File: config.mk
export PLATFORM = sky130hd
export DESIGN_NAME = program_loader
export DESIGN_NICKNAME = d
export VERILOG_FILES = /design/src/rtl/loader_pkg.sv /design/src/rtl/loader_word_assembler.sv /design/src/rtl/program_loader.sv
export SDC_FILE = /design/constraint.sdc
export NUM_CORES = 1
export LEC_CHECK = 0
export BUFFER_PORTS_ARGS = -buffer_cell sky130_fd_sc_hd__buf_4
export CORE_MARGIN = 10
export CORE_UTILIZATION = 53
export CTS_BUF_LIST = sky130_fd_sc_hd__clkbuf_4
export DETAILED_ROUTE_END_ITERATION = 10
export PLACE_DENSITY_LB_ADDON = 0.15
export SLEW_MARGIN = 20
export SYNTH_ARGS = -nofsm -noshare
export SYNTH_HDL_FRONTEND = slang
export SYNTH_SLANG_ARGS = --single-unit
File: constraint.sdc
create_clock -name clk -period 1.95 [get_ports clk]
set_input_delay 0.195 -clock clk [delete_from_list [all_inputs] [get_ports clk]]
set_output_delay 0.195 -clock clk [all_outputs]
set_load 0.01 [all_outputs]
File: src/rtl/loader_pkg.sv
// Shared types and constants for the instruction-RAM program loader.
// Holds the FSM state encoding, the default frame marker and the word geometry.
package loader_pkg;

  typedef enum logic [2:0] {
    ST_IDLE,
    ST_COUNT,
    ST_DATA,
    ST_WRITE,
    ST_CHECK
  } state_t;

  localparam logic [7:0] SYNC_BYTE_DEF  = 8'hA5;
  localparam int         WORD_W         = 24;
  localparam int         BYTES_PER_WORD = 3;

endpackage

File: src/rtl/loader_word_assembler.sv
// Packs bytes MSB-first into a 24-bit word and keeps the running XOR of every byte shifted in.
// Latency: word_nxt/last are combinational on the current byte; no backpressure, shifts whenever shift_en is high.
module loader_word_assembler
  import loader_pkg::*;
(
  input  logic              clk,
  input  logic              rst,
  input  logic              clr,
  input  logic              shift_en,
  input  logic [7:0]        byte_dat,
  output logic [WORD_W-1:0] word_nxt,
  output logic              last,
  output logic [7:0]        csum
);

  logic [WORD_W-1:0] sr_q;
  logic [1:0]        idx_q;

  // word_nxt already contains the byte being accepted, so the caller can latch a complete word on `last`
  assign word_nxt = {sr_q[WORD_W-9:0], byte_dat};
  assign last     = shift_en && (idx_q == 2'(BYTES_PER_WORD - 1));

  always_ff @(posedge clk) begin
    if (rst || clr) begin
      sr_q  <= '0;
      idx_q <= '0;
      csum  <= '0;
    end else if (shift_en) begin
      sr_q  <= word_nxt;
      idx_q <= last ? 2'd0 : idx_q + 2'd1;
      csum  <= csum ^ byte_dat;
    end
  end

endmodule

File: src/rtl/program_loader.sv
// Loads framed bytes (SYNC, N, 3*(N+1) data bytes, XOR checksum) into the instruction RAM from address 0.
// Latency: ram_we one cycle after a word's third byte; backpressure: rx_ready drops only in the write cycle.
module program_loader
  import loader_pkg::*;
#(
  parameter int         ADDR_W    = 8,
  parameter logic [7:0] SYNC_BYTE = SYNC_BYTE_DEF
) (
  input  logic              clk,
  input  logic              rst,
  input  logic [7:0]        rx_data,
  input  logic              rx_valid,
  output logic              rx_ready,
  output logic              ram_we,
  output logic [ADDR_W-1:0] ram_addr,
  output logic [WORD_W-1:0] ram_data,
  output logic              busy,
  output logic              done,
  output logic              err
);

  state_t            state_q, state_d;
  logic              xfer, asm_clr, asm_shift, asm_last;
  logic [WORD_W-1:0] asm_word;
  logic [7:0]        asm_csum;
  logic [ADDR_W-1:0] addr_q, n_q;

  assign rx_ready  = !rst && (state_q != ST_WRITE);
  assign busy      = (state_q != ST_IDLE);
  assign xfer      = rx_valid && rx_ready;
  assign asm_clr   = (state_q == ST_IDLE) && xfer && (rx_data == SYNC_BYTE);
  assign asm_shift = (state_q == ST_DATA) && xfer;

  loader_word_assembler u_asm (
    .clk      (clk),
    .rst      (rst),
    .clr      (asm_clr),
    .shift_en (asm_shift),
    .byte_dat (rx_data),
    .word_nxt (asm_word),
    .last     (asm_last),
    .csum     (asm_csum)
  );

  always_comb begin
    state_d = state_q;
    case (state_q)
      ST_IDLE:  if (asm_clr) state_d = ST_COUNT;
      ST_COUNT: if (xfer) state_d = ST_DATA;
      ST_DATA:  if (asm_last) state_d = ST_WRITE;
      ST_WRITE: state_d = (addr_q == n_q) ? ST_CHECK : ST_DATA;
      ST_CHECK: if (xfer) state_d = ST_IDLE;
      default:  state_d = ST_IDLE;
    endcase
  end

  // addr_q doubles as the word counter; it may wrap after the last word of a full frame, but is never written there
  always_ff @(posedge clk) begin
    if (rst) begin
      state_q  <= ST_IDLE;
      addr_q   <= '0;
      n_q      <= '0;
      ram_we   <= 1'b0;
      ram_addr <= '0;
      ram_data <= '0;
      done     <= 1'b0;
      err      <= 1'b0;
    end else begin
      state_q <= state_d;
      ram_we  <= asm_last;
      done    <= (state_q == ST_CHECK) && xfer;
      if (asm_clr) begin
        addr_q <= '0;
        err    <= 1'b0;
      end
      if ((state_q == ST_COUNT) && xfer) n_q <= ADDR_W'(rx_data);
      if (asm_last) begin
        ram_addr <= addr_q;
        ram_data <= asm_word;
      end
      if (state_q == ST_WRITE) addr_q <= addr_q + ADDR_W'(1);
      if ((state_q == ST_CHECK) && xfer) err <= (rx_data != asm_csum);
    end
  end

endmodule

# [Word level (Yosys, flattened, before mapping)]
# Cells that the tools add are included.
[word_totals] regBits=80 latchBits=0 mem_bits_rw=0 mem_bits_ro=0 in_bits=11 out_inout_bits=37 memories=0
[classes] addsub=2 multipliers=0 n_div=0 n_lt_le_gt_ge=0 n_eq_ne=13 shifts=0 n_mux=11 bitwise=1 reduce_logical=15
[op_table] operator="8-bit 2-to-1 mux" n=2
[op_table] operator="3-bit 2-to-1 mux" n=5
[op_table] operator="3-bit one-hot mux with 5 select lines" n=1
[op_table] operator="8-bit by 1-bit adder with 8-bit output, second input constant" n=1
[op_table] operator="8-bit == test" n=1
[op_table] operator="8-bit == test, second input constant" n=1
[op_table] operator="1-bit logical AND" n=8
[op_table] operator="8-bit != test" n=1
[op_table] operator="8-bit bitwise XOR" n=1
[op_table] operator="3-bit by 2-bit == test with 1-bit output, second input constant" n=2
[op_table] operator="2-bit != test, second input constant" n=3
[op_table] operator="4-bit AND reduction" n=1
[op_table] operator="2-bit nonzero test" n=2
[op_table] operator="3-bit by 1-bit == test with 1-bit output, second input constant" n=1
[op_table] operator="3-bit == test, second input constant" n=1
[op_table] operator="3-bit zero test" n=1
[op_table] operator="3-bit by 2-bit != test with 1-bit output, second input constant" n=1
[op_table] operator="3-bit nonzero test" n=1
[op_table] operator="2-bit by 1-bit adder with 2-bit output, second input constant" n=1
[op_table] operator="2-bit == test, second input constant" n=1
[op_table] operator="1-bit 2-to-1 mux" n=2
[op_table] operator="2-bit 2-to-1 mux" n=1
[op_table] operator="2-bit by 1-bit != test with 1-bit output, second input constant" n=1
[op_table] operator="1-bit zero test" n=1
[op_table] operator="1-bit logical OR" n=1

# [Depth between registers and ports, before layout]
[logic_depth] depth_word=7 ltp_mapped=8 mapped_depth_nobuf=6

# [Modules after synthesis]
# A second synthesis with hierarchy kept.
[unflattened] cells_unflattened=340 area_unflattened_um2=3475.8
[modules_own_cells] module="program_loader" n_inst=1 cells_each=235 area_per_inst_um2=2388.5 seq_area_each_um2=1081.0
[modules_own_cells] module="loader_word_assembler" n_inst=1 cells_each=105 area_per_inst_um2=1087.3 seq_area_each_um2=520.5

# [Least setup slack after synthesis]
# OpenSTA, ideal clock, no wires.
[synth_timing] kind="reg-to-reg" startpoint="register state_q[0]" endpoint="register u_asm.sr_q[1]" setup_ns=0.120 arrival_ns=1.728 slack_ns=0.102 path_stages_with_launch=9 path_buffers=4 synth_period_minus_slack_ns=1.848 path_cell_list="dfxtp_1 clkbuf_1 or2_2 or4_1 buf_2 nand2b_4 buf_12 buf_12 a21oi_1"
[synth_via] elab_chain_cells=6 word_cells_on_any_way=9 cone_classes="2 x eq/ne; 7 x reduce/logical"
[synth_rtl] element="start: declaration" line_no="program_loader.sv:22" text="state_t state_q, state_d;"
[synth_rtl] element="start signal: assignment" line_no="program_loader.sv:69" text="state_q <= state_d;"
[synth_rtl] element="3-bit by 2-bit != test with 1-bit output" line_no="program_loader.sv:28" text="assign rx_ready = !rst && (state_q != ST_WRITE);"
[synth_rtl] element="1-bit logical AND" line_no="program_loader.sv:28"
[synth_rtl] element="1-bit logical AND" line_no="program_loader.sv:30" text="assign xfer = rx_valid && rx_ready;"
[synth_rtl] element="1-bit logical AND (2 in a row)" line_no="program_loader.sv:31" text="assign asm_clr = (state_q == ST_IDLE) && xfer && (rx_data == SYNC_BYTE);"
[synth_rtl] element="1-bit logical OR" line_no="loader_word_assembler.sv:24" text="if (rst || clr) begin"
[synth_rtl] element="end signal: assignment" line_no="loader_word_assembler.sv:29" text="sr_q <= word_nxt;"
[synth_rtl] element="end: declaration" line_no="loader_word_assembler.sv:16" text="logic [WORD_W-1:0] sr_q;"
# Several ways; a longest one is shown, not always the timed one.
# A chain may end at the register's enable or synchronous reset.

# [Worst setup path after layout]
[layout_timing] startpoint="register state_q[1]" endpoint="output rx_ready"
[layout_via] elab_chain_cells=2
[layout_rtl] element="3-bit by 2-bit != test with 1-bit output" line_no="program_loader.sv:28"
[layout_rtl] element="1-bit logical AND" line_no="program_loader.sv:28"
[layout_rtl] element="end: declaration" line_no="program_loader.sv:13" text="output logic rx_ready,"
# Every way passes these cells.

==> results by group <==
Critical path
  – Req. time, crit path: 1750 ps
  – Setup CP Type: register to primary output
  – CP max FO: 10
  – Critical path launch point type: register
  – CP endpoint kind: primary output
  – Critical path arrival: 1590 ps
  – Worst r2r path cells: 5

STA
  – Max-Slew Margin vs Limit: 64.29%
  – Fin. max-slew vios: 0
  – Fin. Hold Viols: 0
  – Fin crit share: 91.43%
  – Clock skew: 6.162 ps
  – RSZ-0062 raised after global routing: false
  – Measured slew at the worst slew-check pin: 535.7 ps
  – Final min period: 1783 ps
  – Final setup viols: 0
  – Setup TNS Final: 0 ps
  – F_max: 0.5609 GHz

Global route
  – First-pass GRT wire length: 12.92 mm
  – Largest net degree at the start of global routing: 55
  – Antenna violations before repair: 0
  – Gr ovfl total: 0
  – Vias in the first global route: 2670
  – GR Util All Layers: 16.00%

Final layout
  – Layout Nets: 447
  – Fill cell count: 527
  – Share of layout cells above drive strength 1: 19.41%
  – Final std cells w/o fill: 513
  – Most frequent cells in the layout: 99 x nand2_1, 80 x dfxtp_1, 63 x buf_4, 48 x a21oi_1, 20 x nor2_1
  – # diodes: 0
  – Area grow syn2layout: 18.98%
  – Commonest non-fill, non-tap cell in the layout: nand2_1

Pwr
  – Switching Share: 20.88%
  – Flop pwr share: 58.4%
  – Pleak: 0.001462 µW
  – P_int: 2215 µW
  – Peak supply drop: 0.3847 mV
  – Pwr Density: 726.9 nW/µm²
  – Psw: 584.5 µW
  – Logic pwr share: 3.6%
  – Clock share of power: 38.0%
  – Total power: 2799 µW

Clocking
  – Clk sinks: 80
  – CTS tree: yes
  – Clk_lat worst skew: 420 ps
  – Htree depth: 3
  – Setup Fix Bufs, Post-CTS: 0
  – Root buffer cell: clkbuf_4
  – CTS Buf Count: 9
  – Clk buf depth: 2
  – CTS clk-pin slew, worst paths: 120 ps

Routing
  – DRT iter0 DRCs: 172
  – DRT antenna net count: 0
  – Routed wire per std cell: 14.93 µm
  – Post-Route WL: 7.661 mm
  – WL met1: 3.413 mm
  – First drt pass iteration count: 5
  – Avg Vias per Cell: 5.361
  – Metal3 WL: 625 µm
  – Vias: 2750
  – Residual DRC: 0
  – Max Used Layer: met4
  – Met2 wire len: 3.483 mm

Synthesis
  – Top cell type's share of synthesized area: 49.48%
  – Post-synth ARST share: 0%
  – Mean Syn Cell Area: 8.364 µm²
  – Post-synth cell types: 38
  – Syn Inst Count: 387
  – Syn Nets: 400
  – Number of synthesized flops with an enable pin: 0
  – FF+latch count, synth: 80
  – Post-Syn Area: 3237 µm²
  – Post-synthesis sequential area ratio: 49.48%
  – Primary FF master, synth: dfxtp_1
  – Synth area leader: dfxtp_1
  – YS warnings: 0
  – Area contributors post-synth: dfxtp_1 49%, nand2_1 11%, a21oi_1 7.4%, xnor2_1 4.3%, mux2i_1 2.5%

Floorplan
  – Area of the core: 5921 µm²
  – Die X: 98.15 µm
  – Die area: 9633 µm²
  – Die Ht: 98.15 µm
  – # rows: 28
  – Initial core utilization: 54.67%
  – IO Count: 48

Worst hold path
  – Worst Hold Path Cells: 3
  – Hold Crit Class: input port to register

Placement
  – Final estimated routing congestion in global placement: 0.8925
  – PortBufs: 47
  – Placed Instances: 498
  – HPWL Detailed: 5.415 mm

Status
  – Status: finished clean

Job
  – Max_cap viols: 0
## area by class of cell
class                      instances  area (µm²)  area share [%]
clock buffer                      11       82.58           2.144
clock inverter                     4       70.07           1.819
inverter                           7       26.28          0.6823
multi-input combinational        271        1464           38.01
sequential                        80        1602           41.59
tap                               75       93.84           2.437
timing repair buffer              65       513.0           13.32
## worst paths after layout
check | start | end | slack [ps]
max | state_q[1]$_SDFFE_PP0P_ | rx_ready | 170
min | rx_data[1] | ram_data[1]$_SDFFE_PP0P_ | 20
max reg2reg | state_q[0]$_SDFFE_PP0P_ | u_asm.sr_q[1]$_SDFFE_PP0P_ | 220
min reg2reg | u_asm.idx_q[1]$_SDFFE_PP0P_ | u_asm.idx_q[1]$_SDFFE_PP0P_ | 460
## power groups by stage
| stage | Combinational (µW) | Sequential (µW) | Clock [µW] |
|---|---|---|---|
| floorplan | 51.3 | 1670 | 0 |
| global placement | 99.2 | 1670 | 0 |
| detailed placement | 99.5 | 1670 | 0 |
| CTS | 100 | 1630 | 1090 |
| global route | 107 | 1630 | 1170 |
| finish | 101 | 1630 | 1060 |
## registers in the layout, summed over array words and instances, names as in the netlist
signal and cells:
err 1, ram_addr 8, state_q 3, done 1, u_asm.idx_q 2, ram_we 1, ram_data 24, addr_q 8
u_asm.csum 8, n_q 8, u_asm.sr_q 16
## stage by stage
step | hold slack [ps] | util (%) | cell area, µm² | setup WS (ps)
3_3_place_gp | 437.9 | 62.36 | 3692 | 88.93
3_5_place_dp | 442.5 | 62.36 | 3692 | 52.25
6_report | 21.83 | 65.05 | 3851 | 167.0
2_1_floorplan | 294.0 | - | 3237 | 101.8
4_1_cts | 10.24 | 64.94 | 3845 | 48.55
5_1_grt | 6.838 | 65.05 | 3851 | 31.16
## cell usage after synthesis, types with 2 or more instances
| cell | n |
|---|---|
| a21oi_1 | 48 |
| a31oi_1 | 5 |
| and2_1 | 2 |
| buf_12 | 2 |
| buf_2 | 5 |
| clkbuf_1 | 20 |
| dfxtp_1 | 80 |
| ha_1 | 2 |
| inv_1 | 7 |
| mux2i_1 | 8 |
| nand2_1 | 99 |
| nand3_1 | 16 |
| nand3b_1 | 9 |
| nand4_1 | 3 |
| nand4b_1 | 3 |
| nor2_1 | 21 |
| nor3_1 | 5 |
| o21ai_0 | 2 |
| or3_1 | 6 |
| or4_1 | 4 |
| xnor2_1 | 16 |
| xor2_1 | 8 |
## cell families after synthesis
family	count (synthesis)	share of synthesized area [%]
AO/OA/AOI/OAI	61	10.09
XOR/XNOR	24	6.494
adder cells (fa/ha/maj)	2	0.7730
buffers and inverters	36	5.489
flip-flops	80	49.48
multiplexers	8	2.474
AND/OR/NAND/NOR	176	25.20
## repair_timing
action	CTS	global route
gates resized for setup	0	3
endpoints found under the hold margin	0	0
hold buffers	0	0
endpoints found under the setup margin	0	2
## metal layers
layer / up-vias / global-route usage [%]
met5: - / 0
met4: 0 / 7.387
met3: 15 / 4.863
met2: 91 / 23.30
met1: 1261 / 21.16
li1: 1383 / -
## critical path, cell delays in order, from the launching register on
cell and delay, ps:
dfxtp_1 350, buf_4 160, and2_2 220, nor2b_2 210
nor2_1 60, buf_4 160
(Power assumes the default switching activity.)
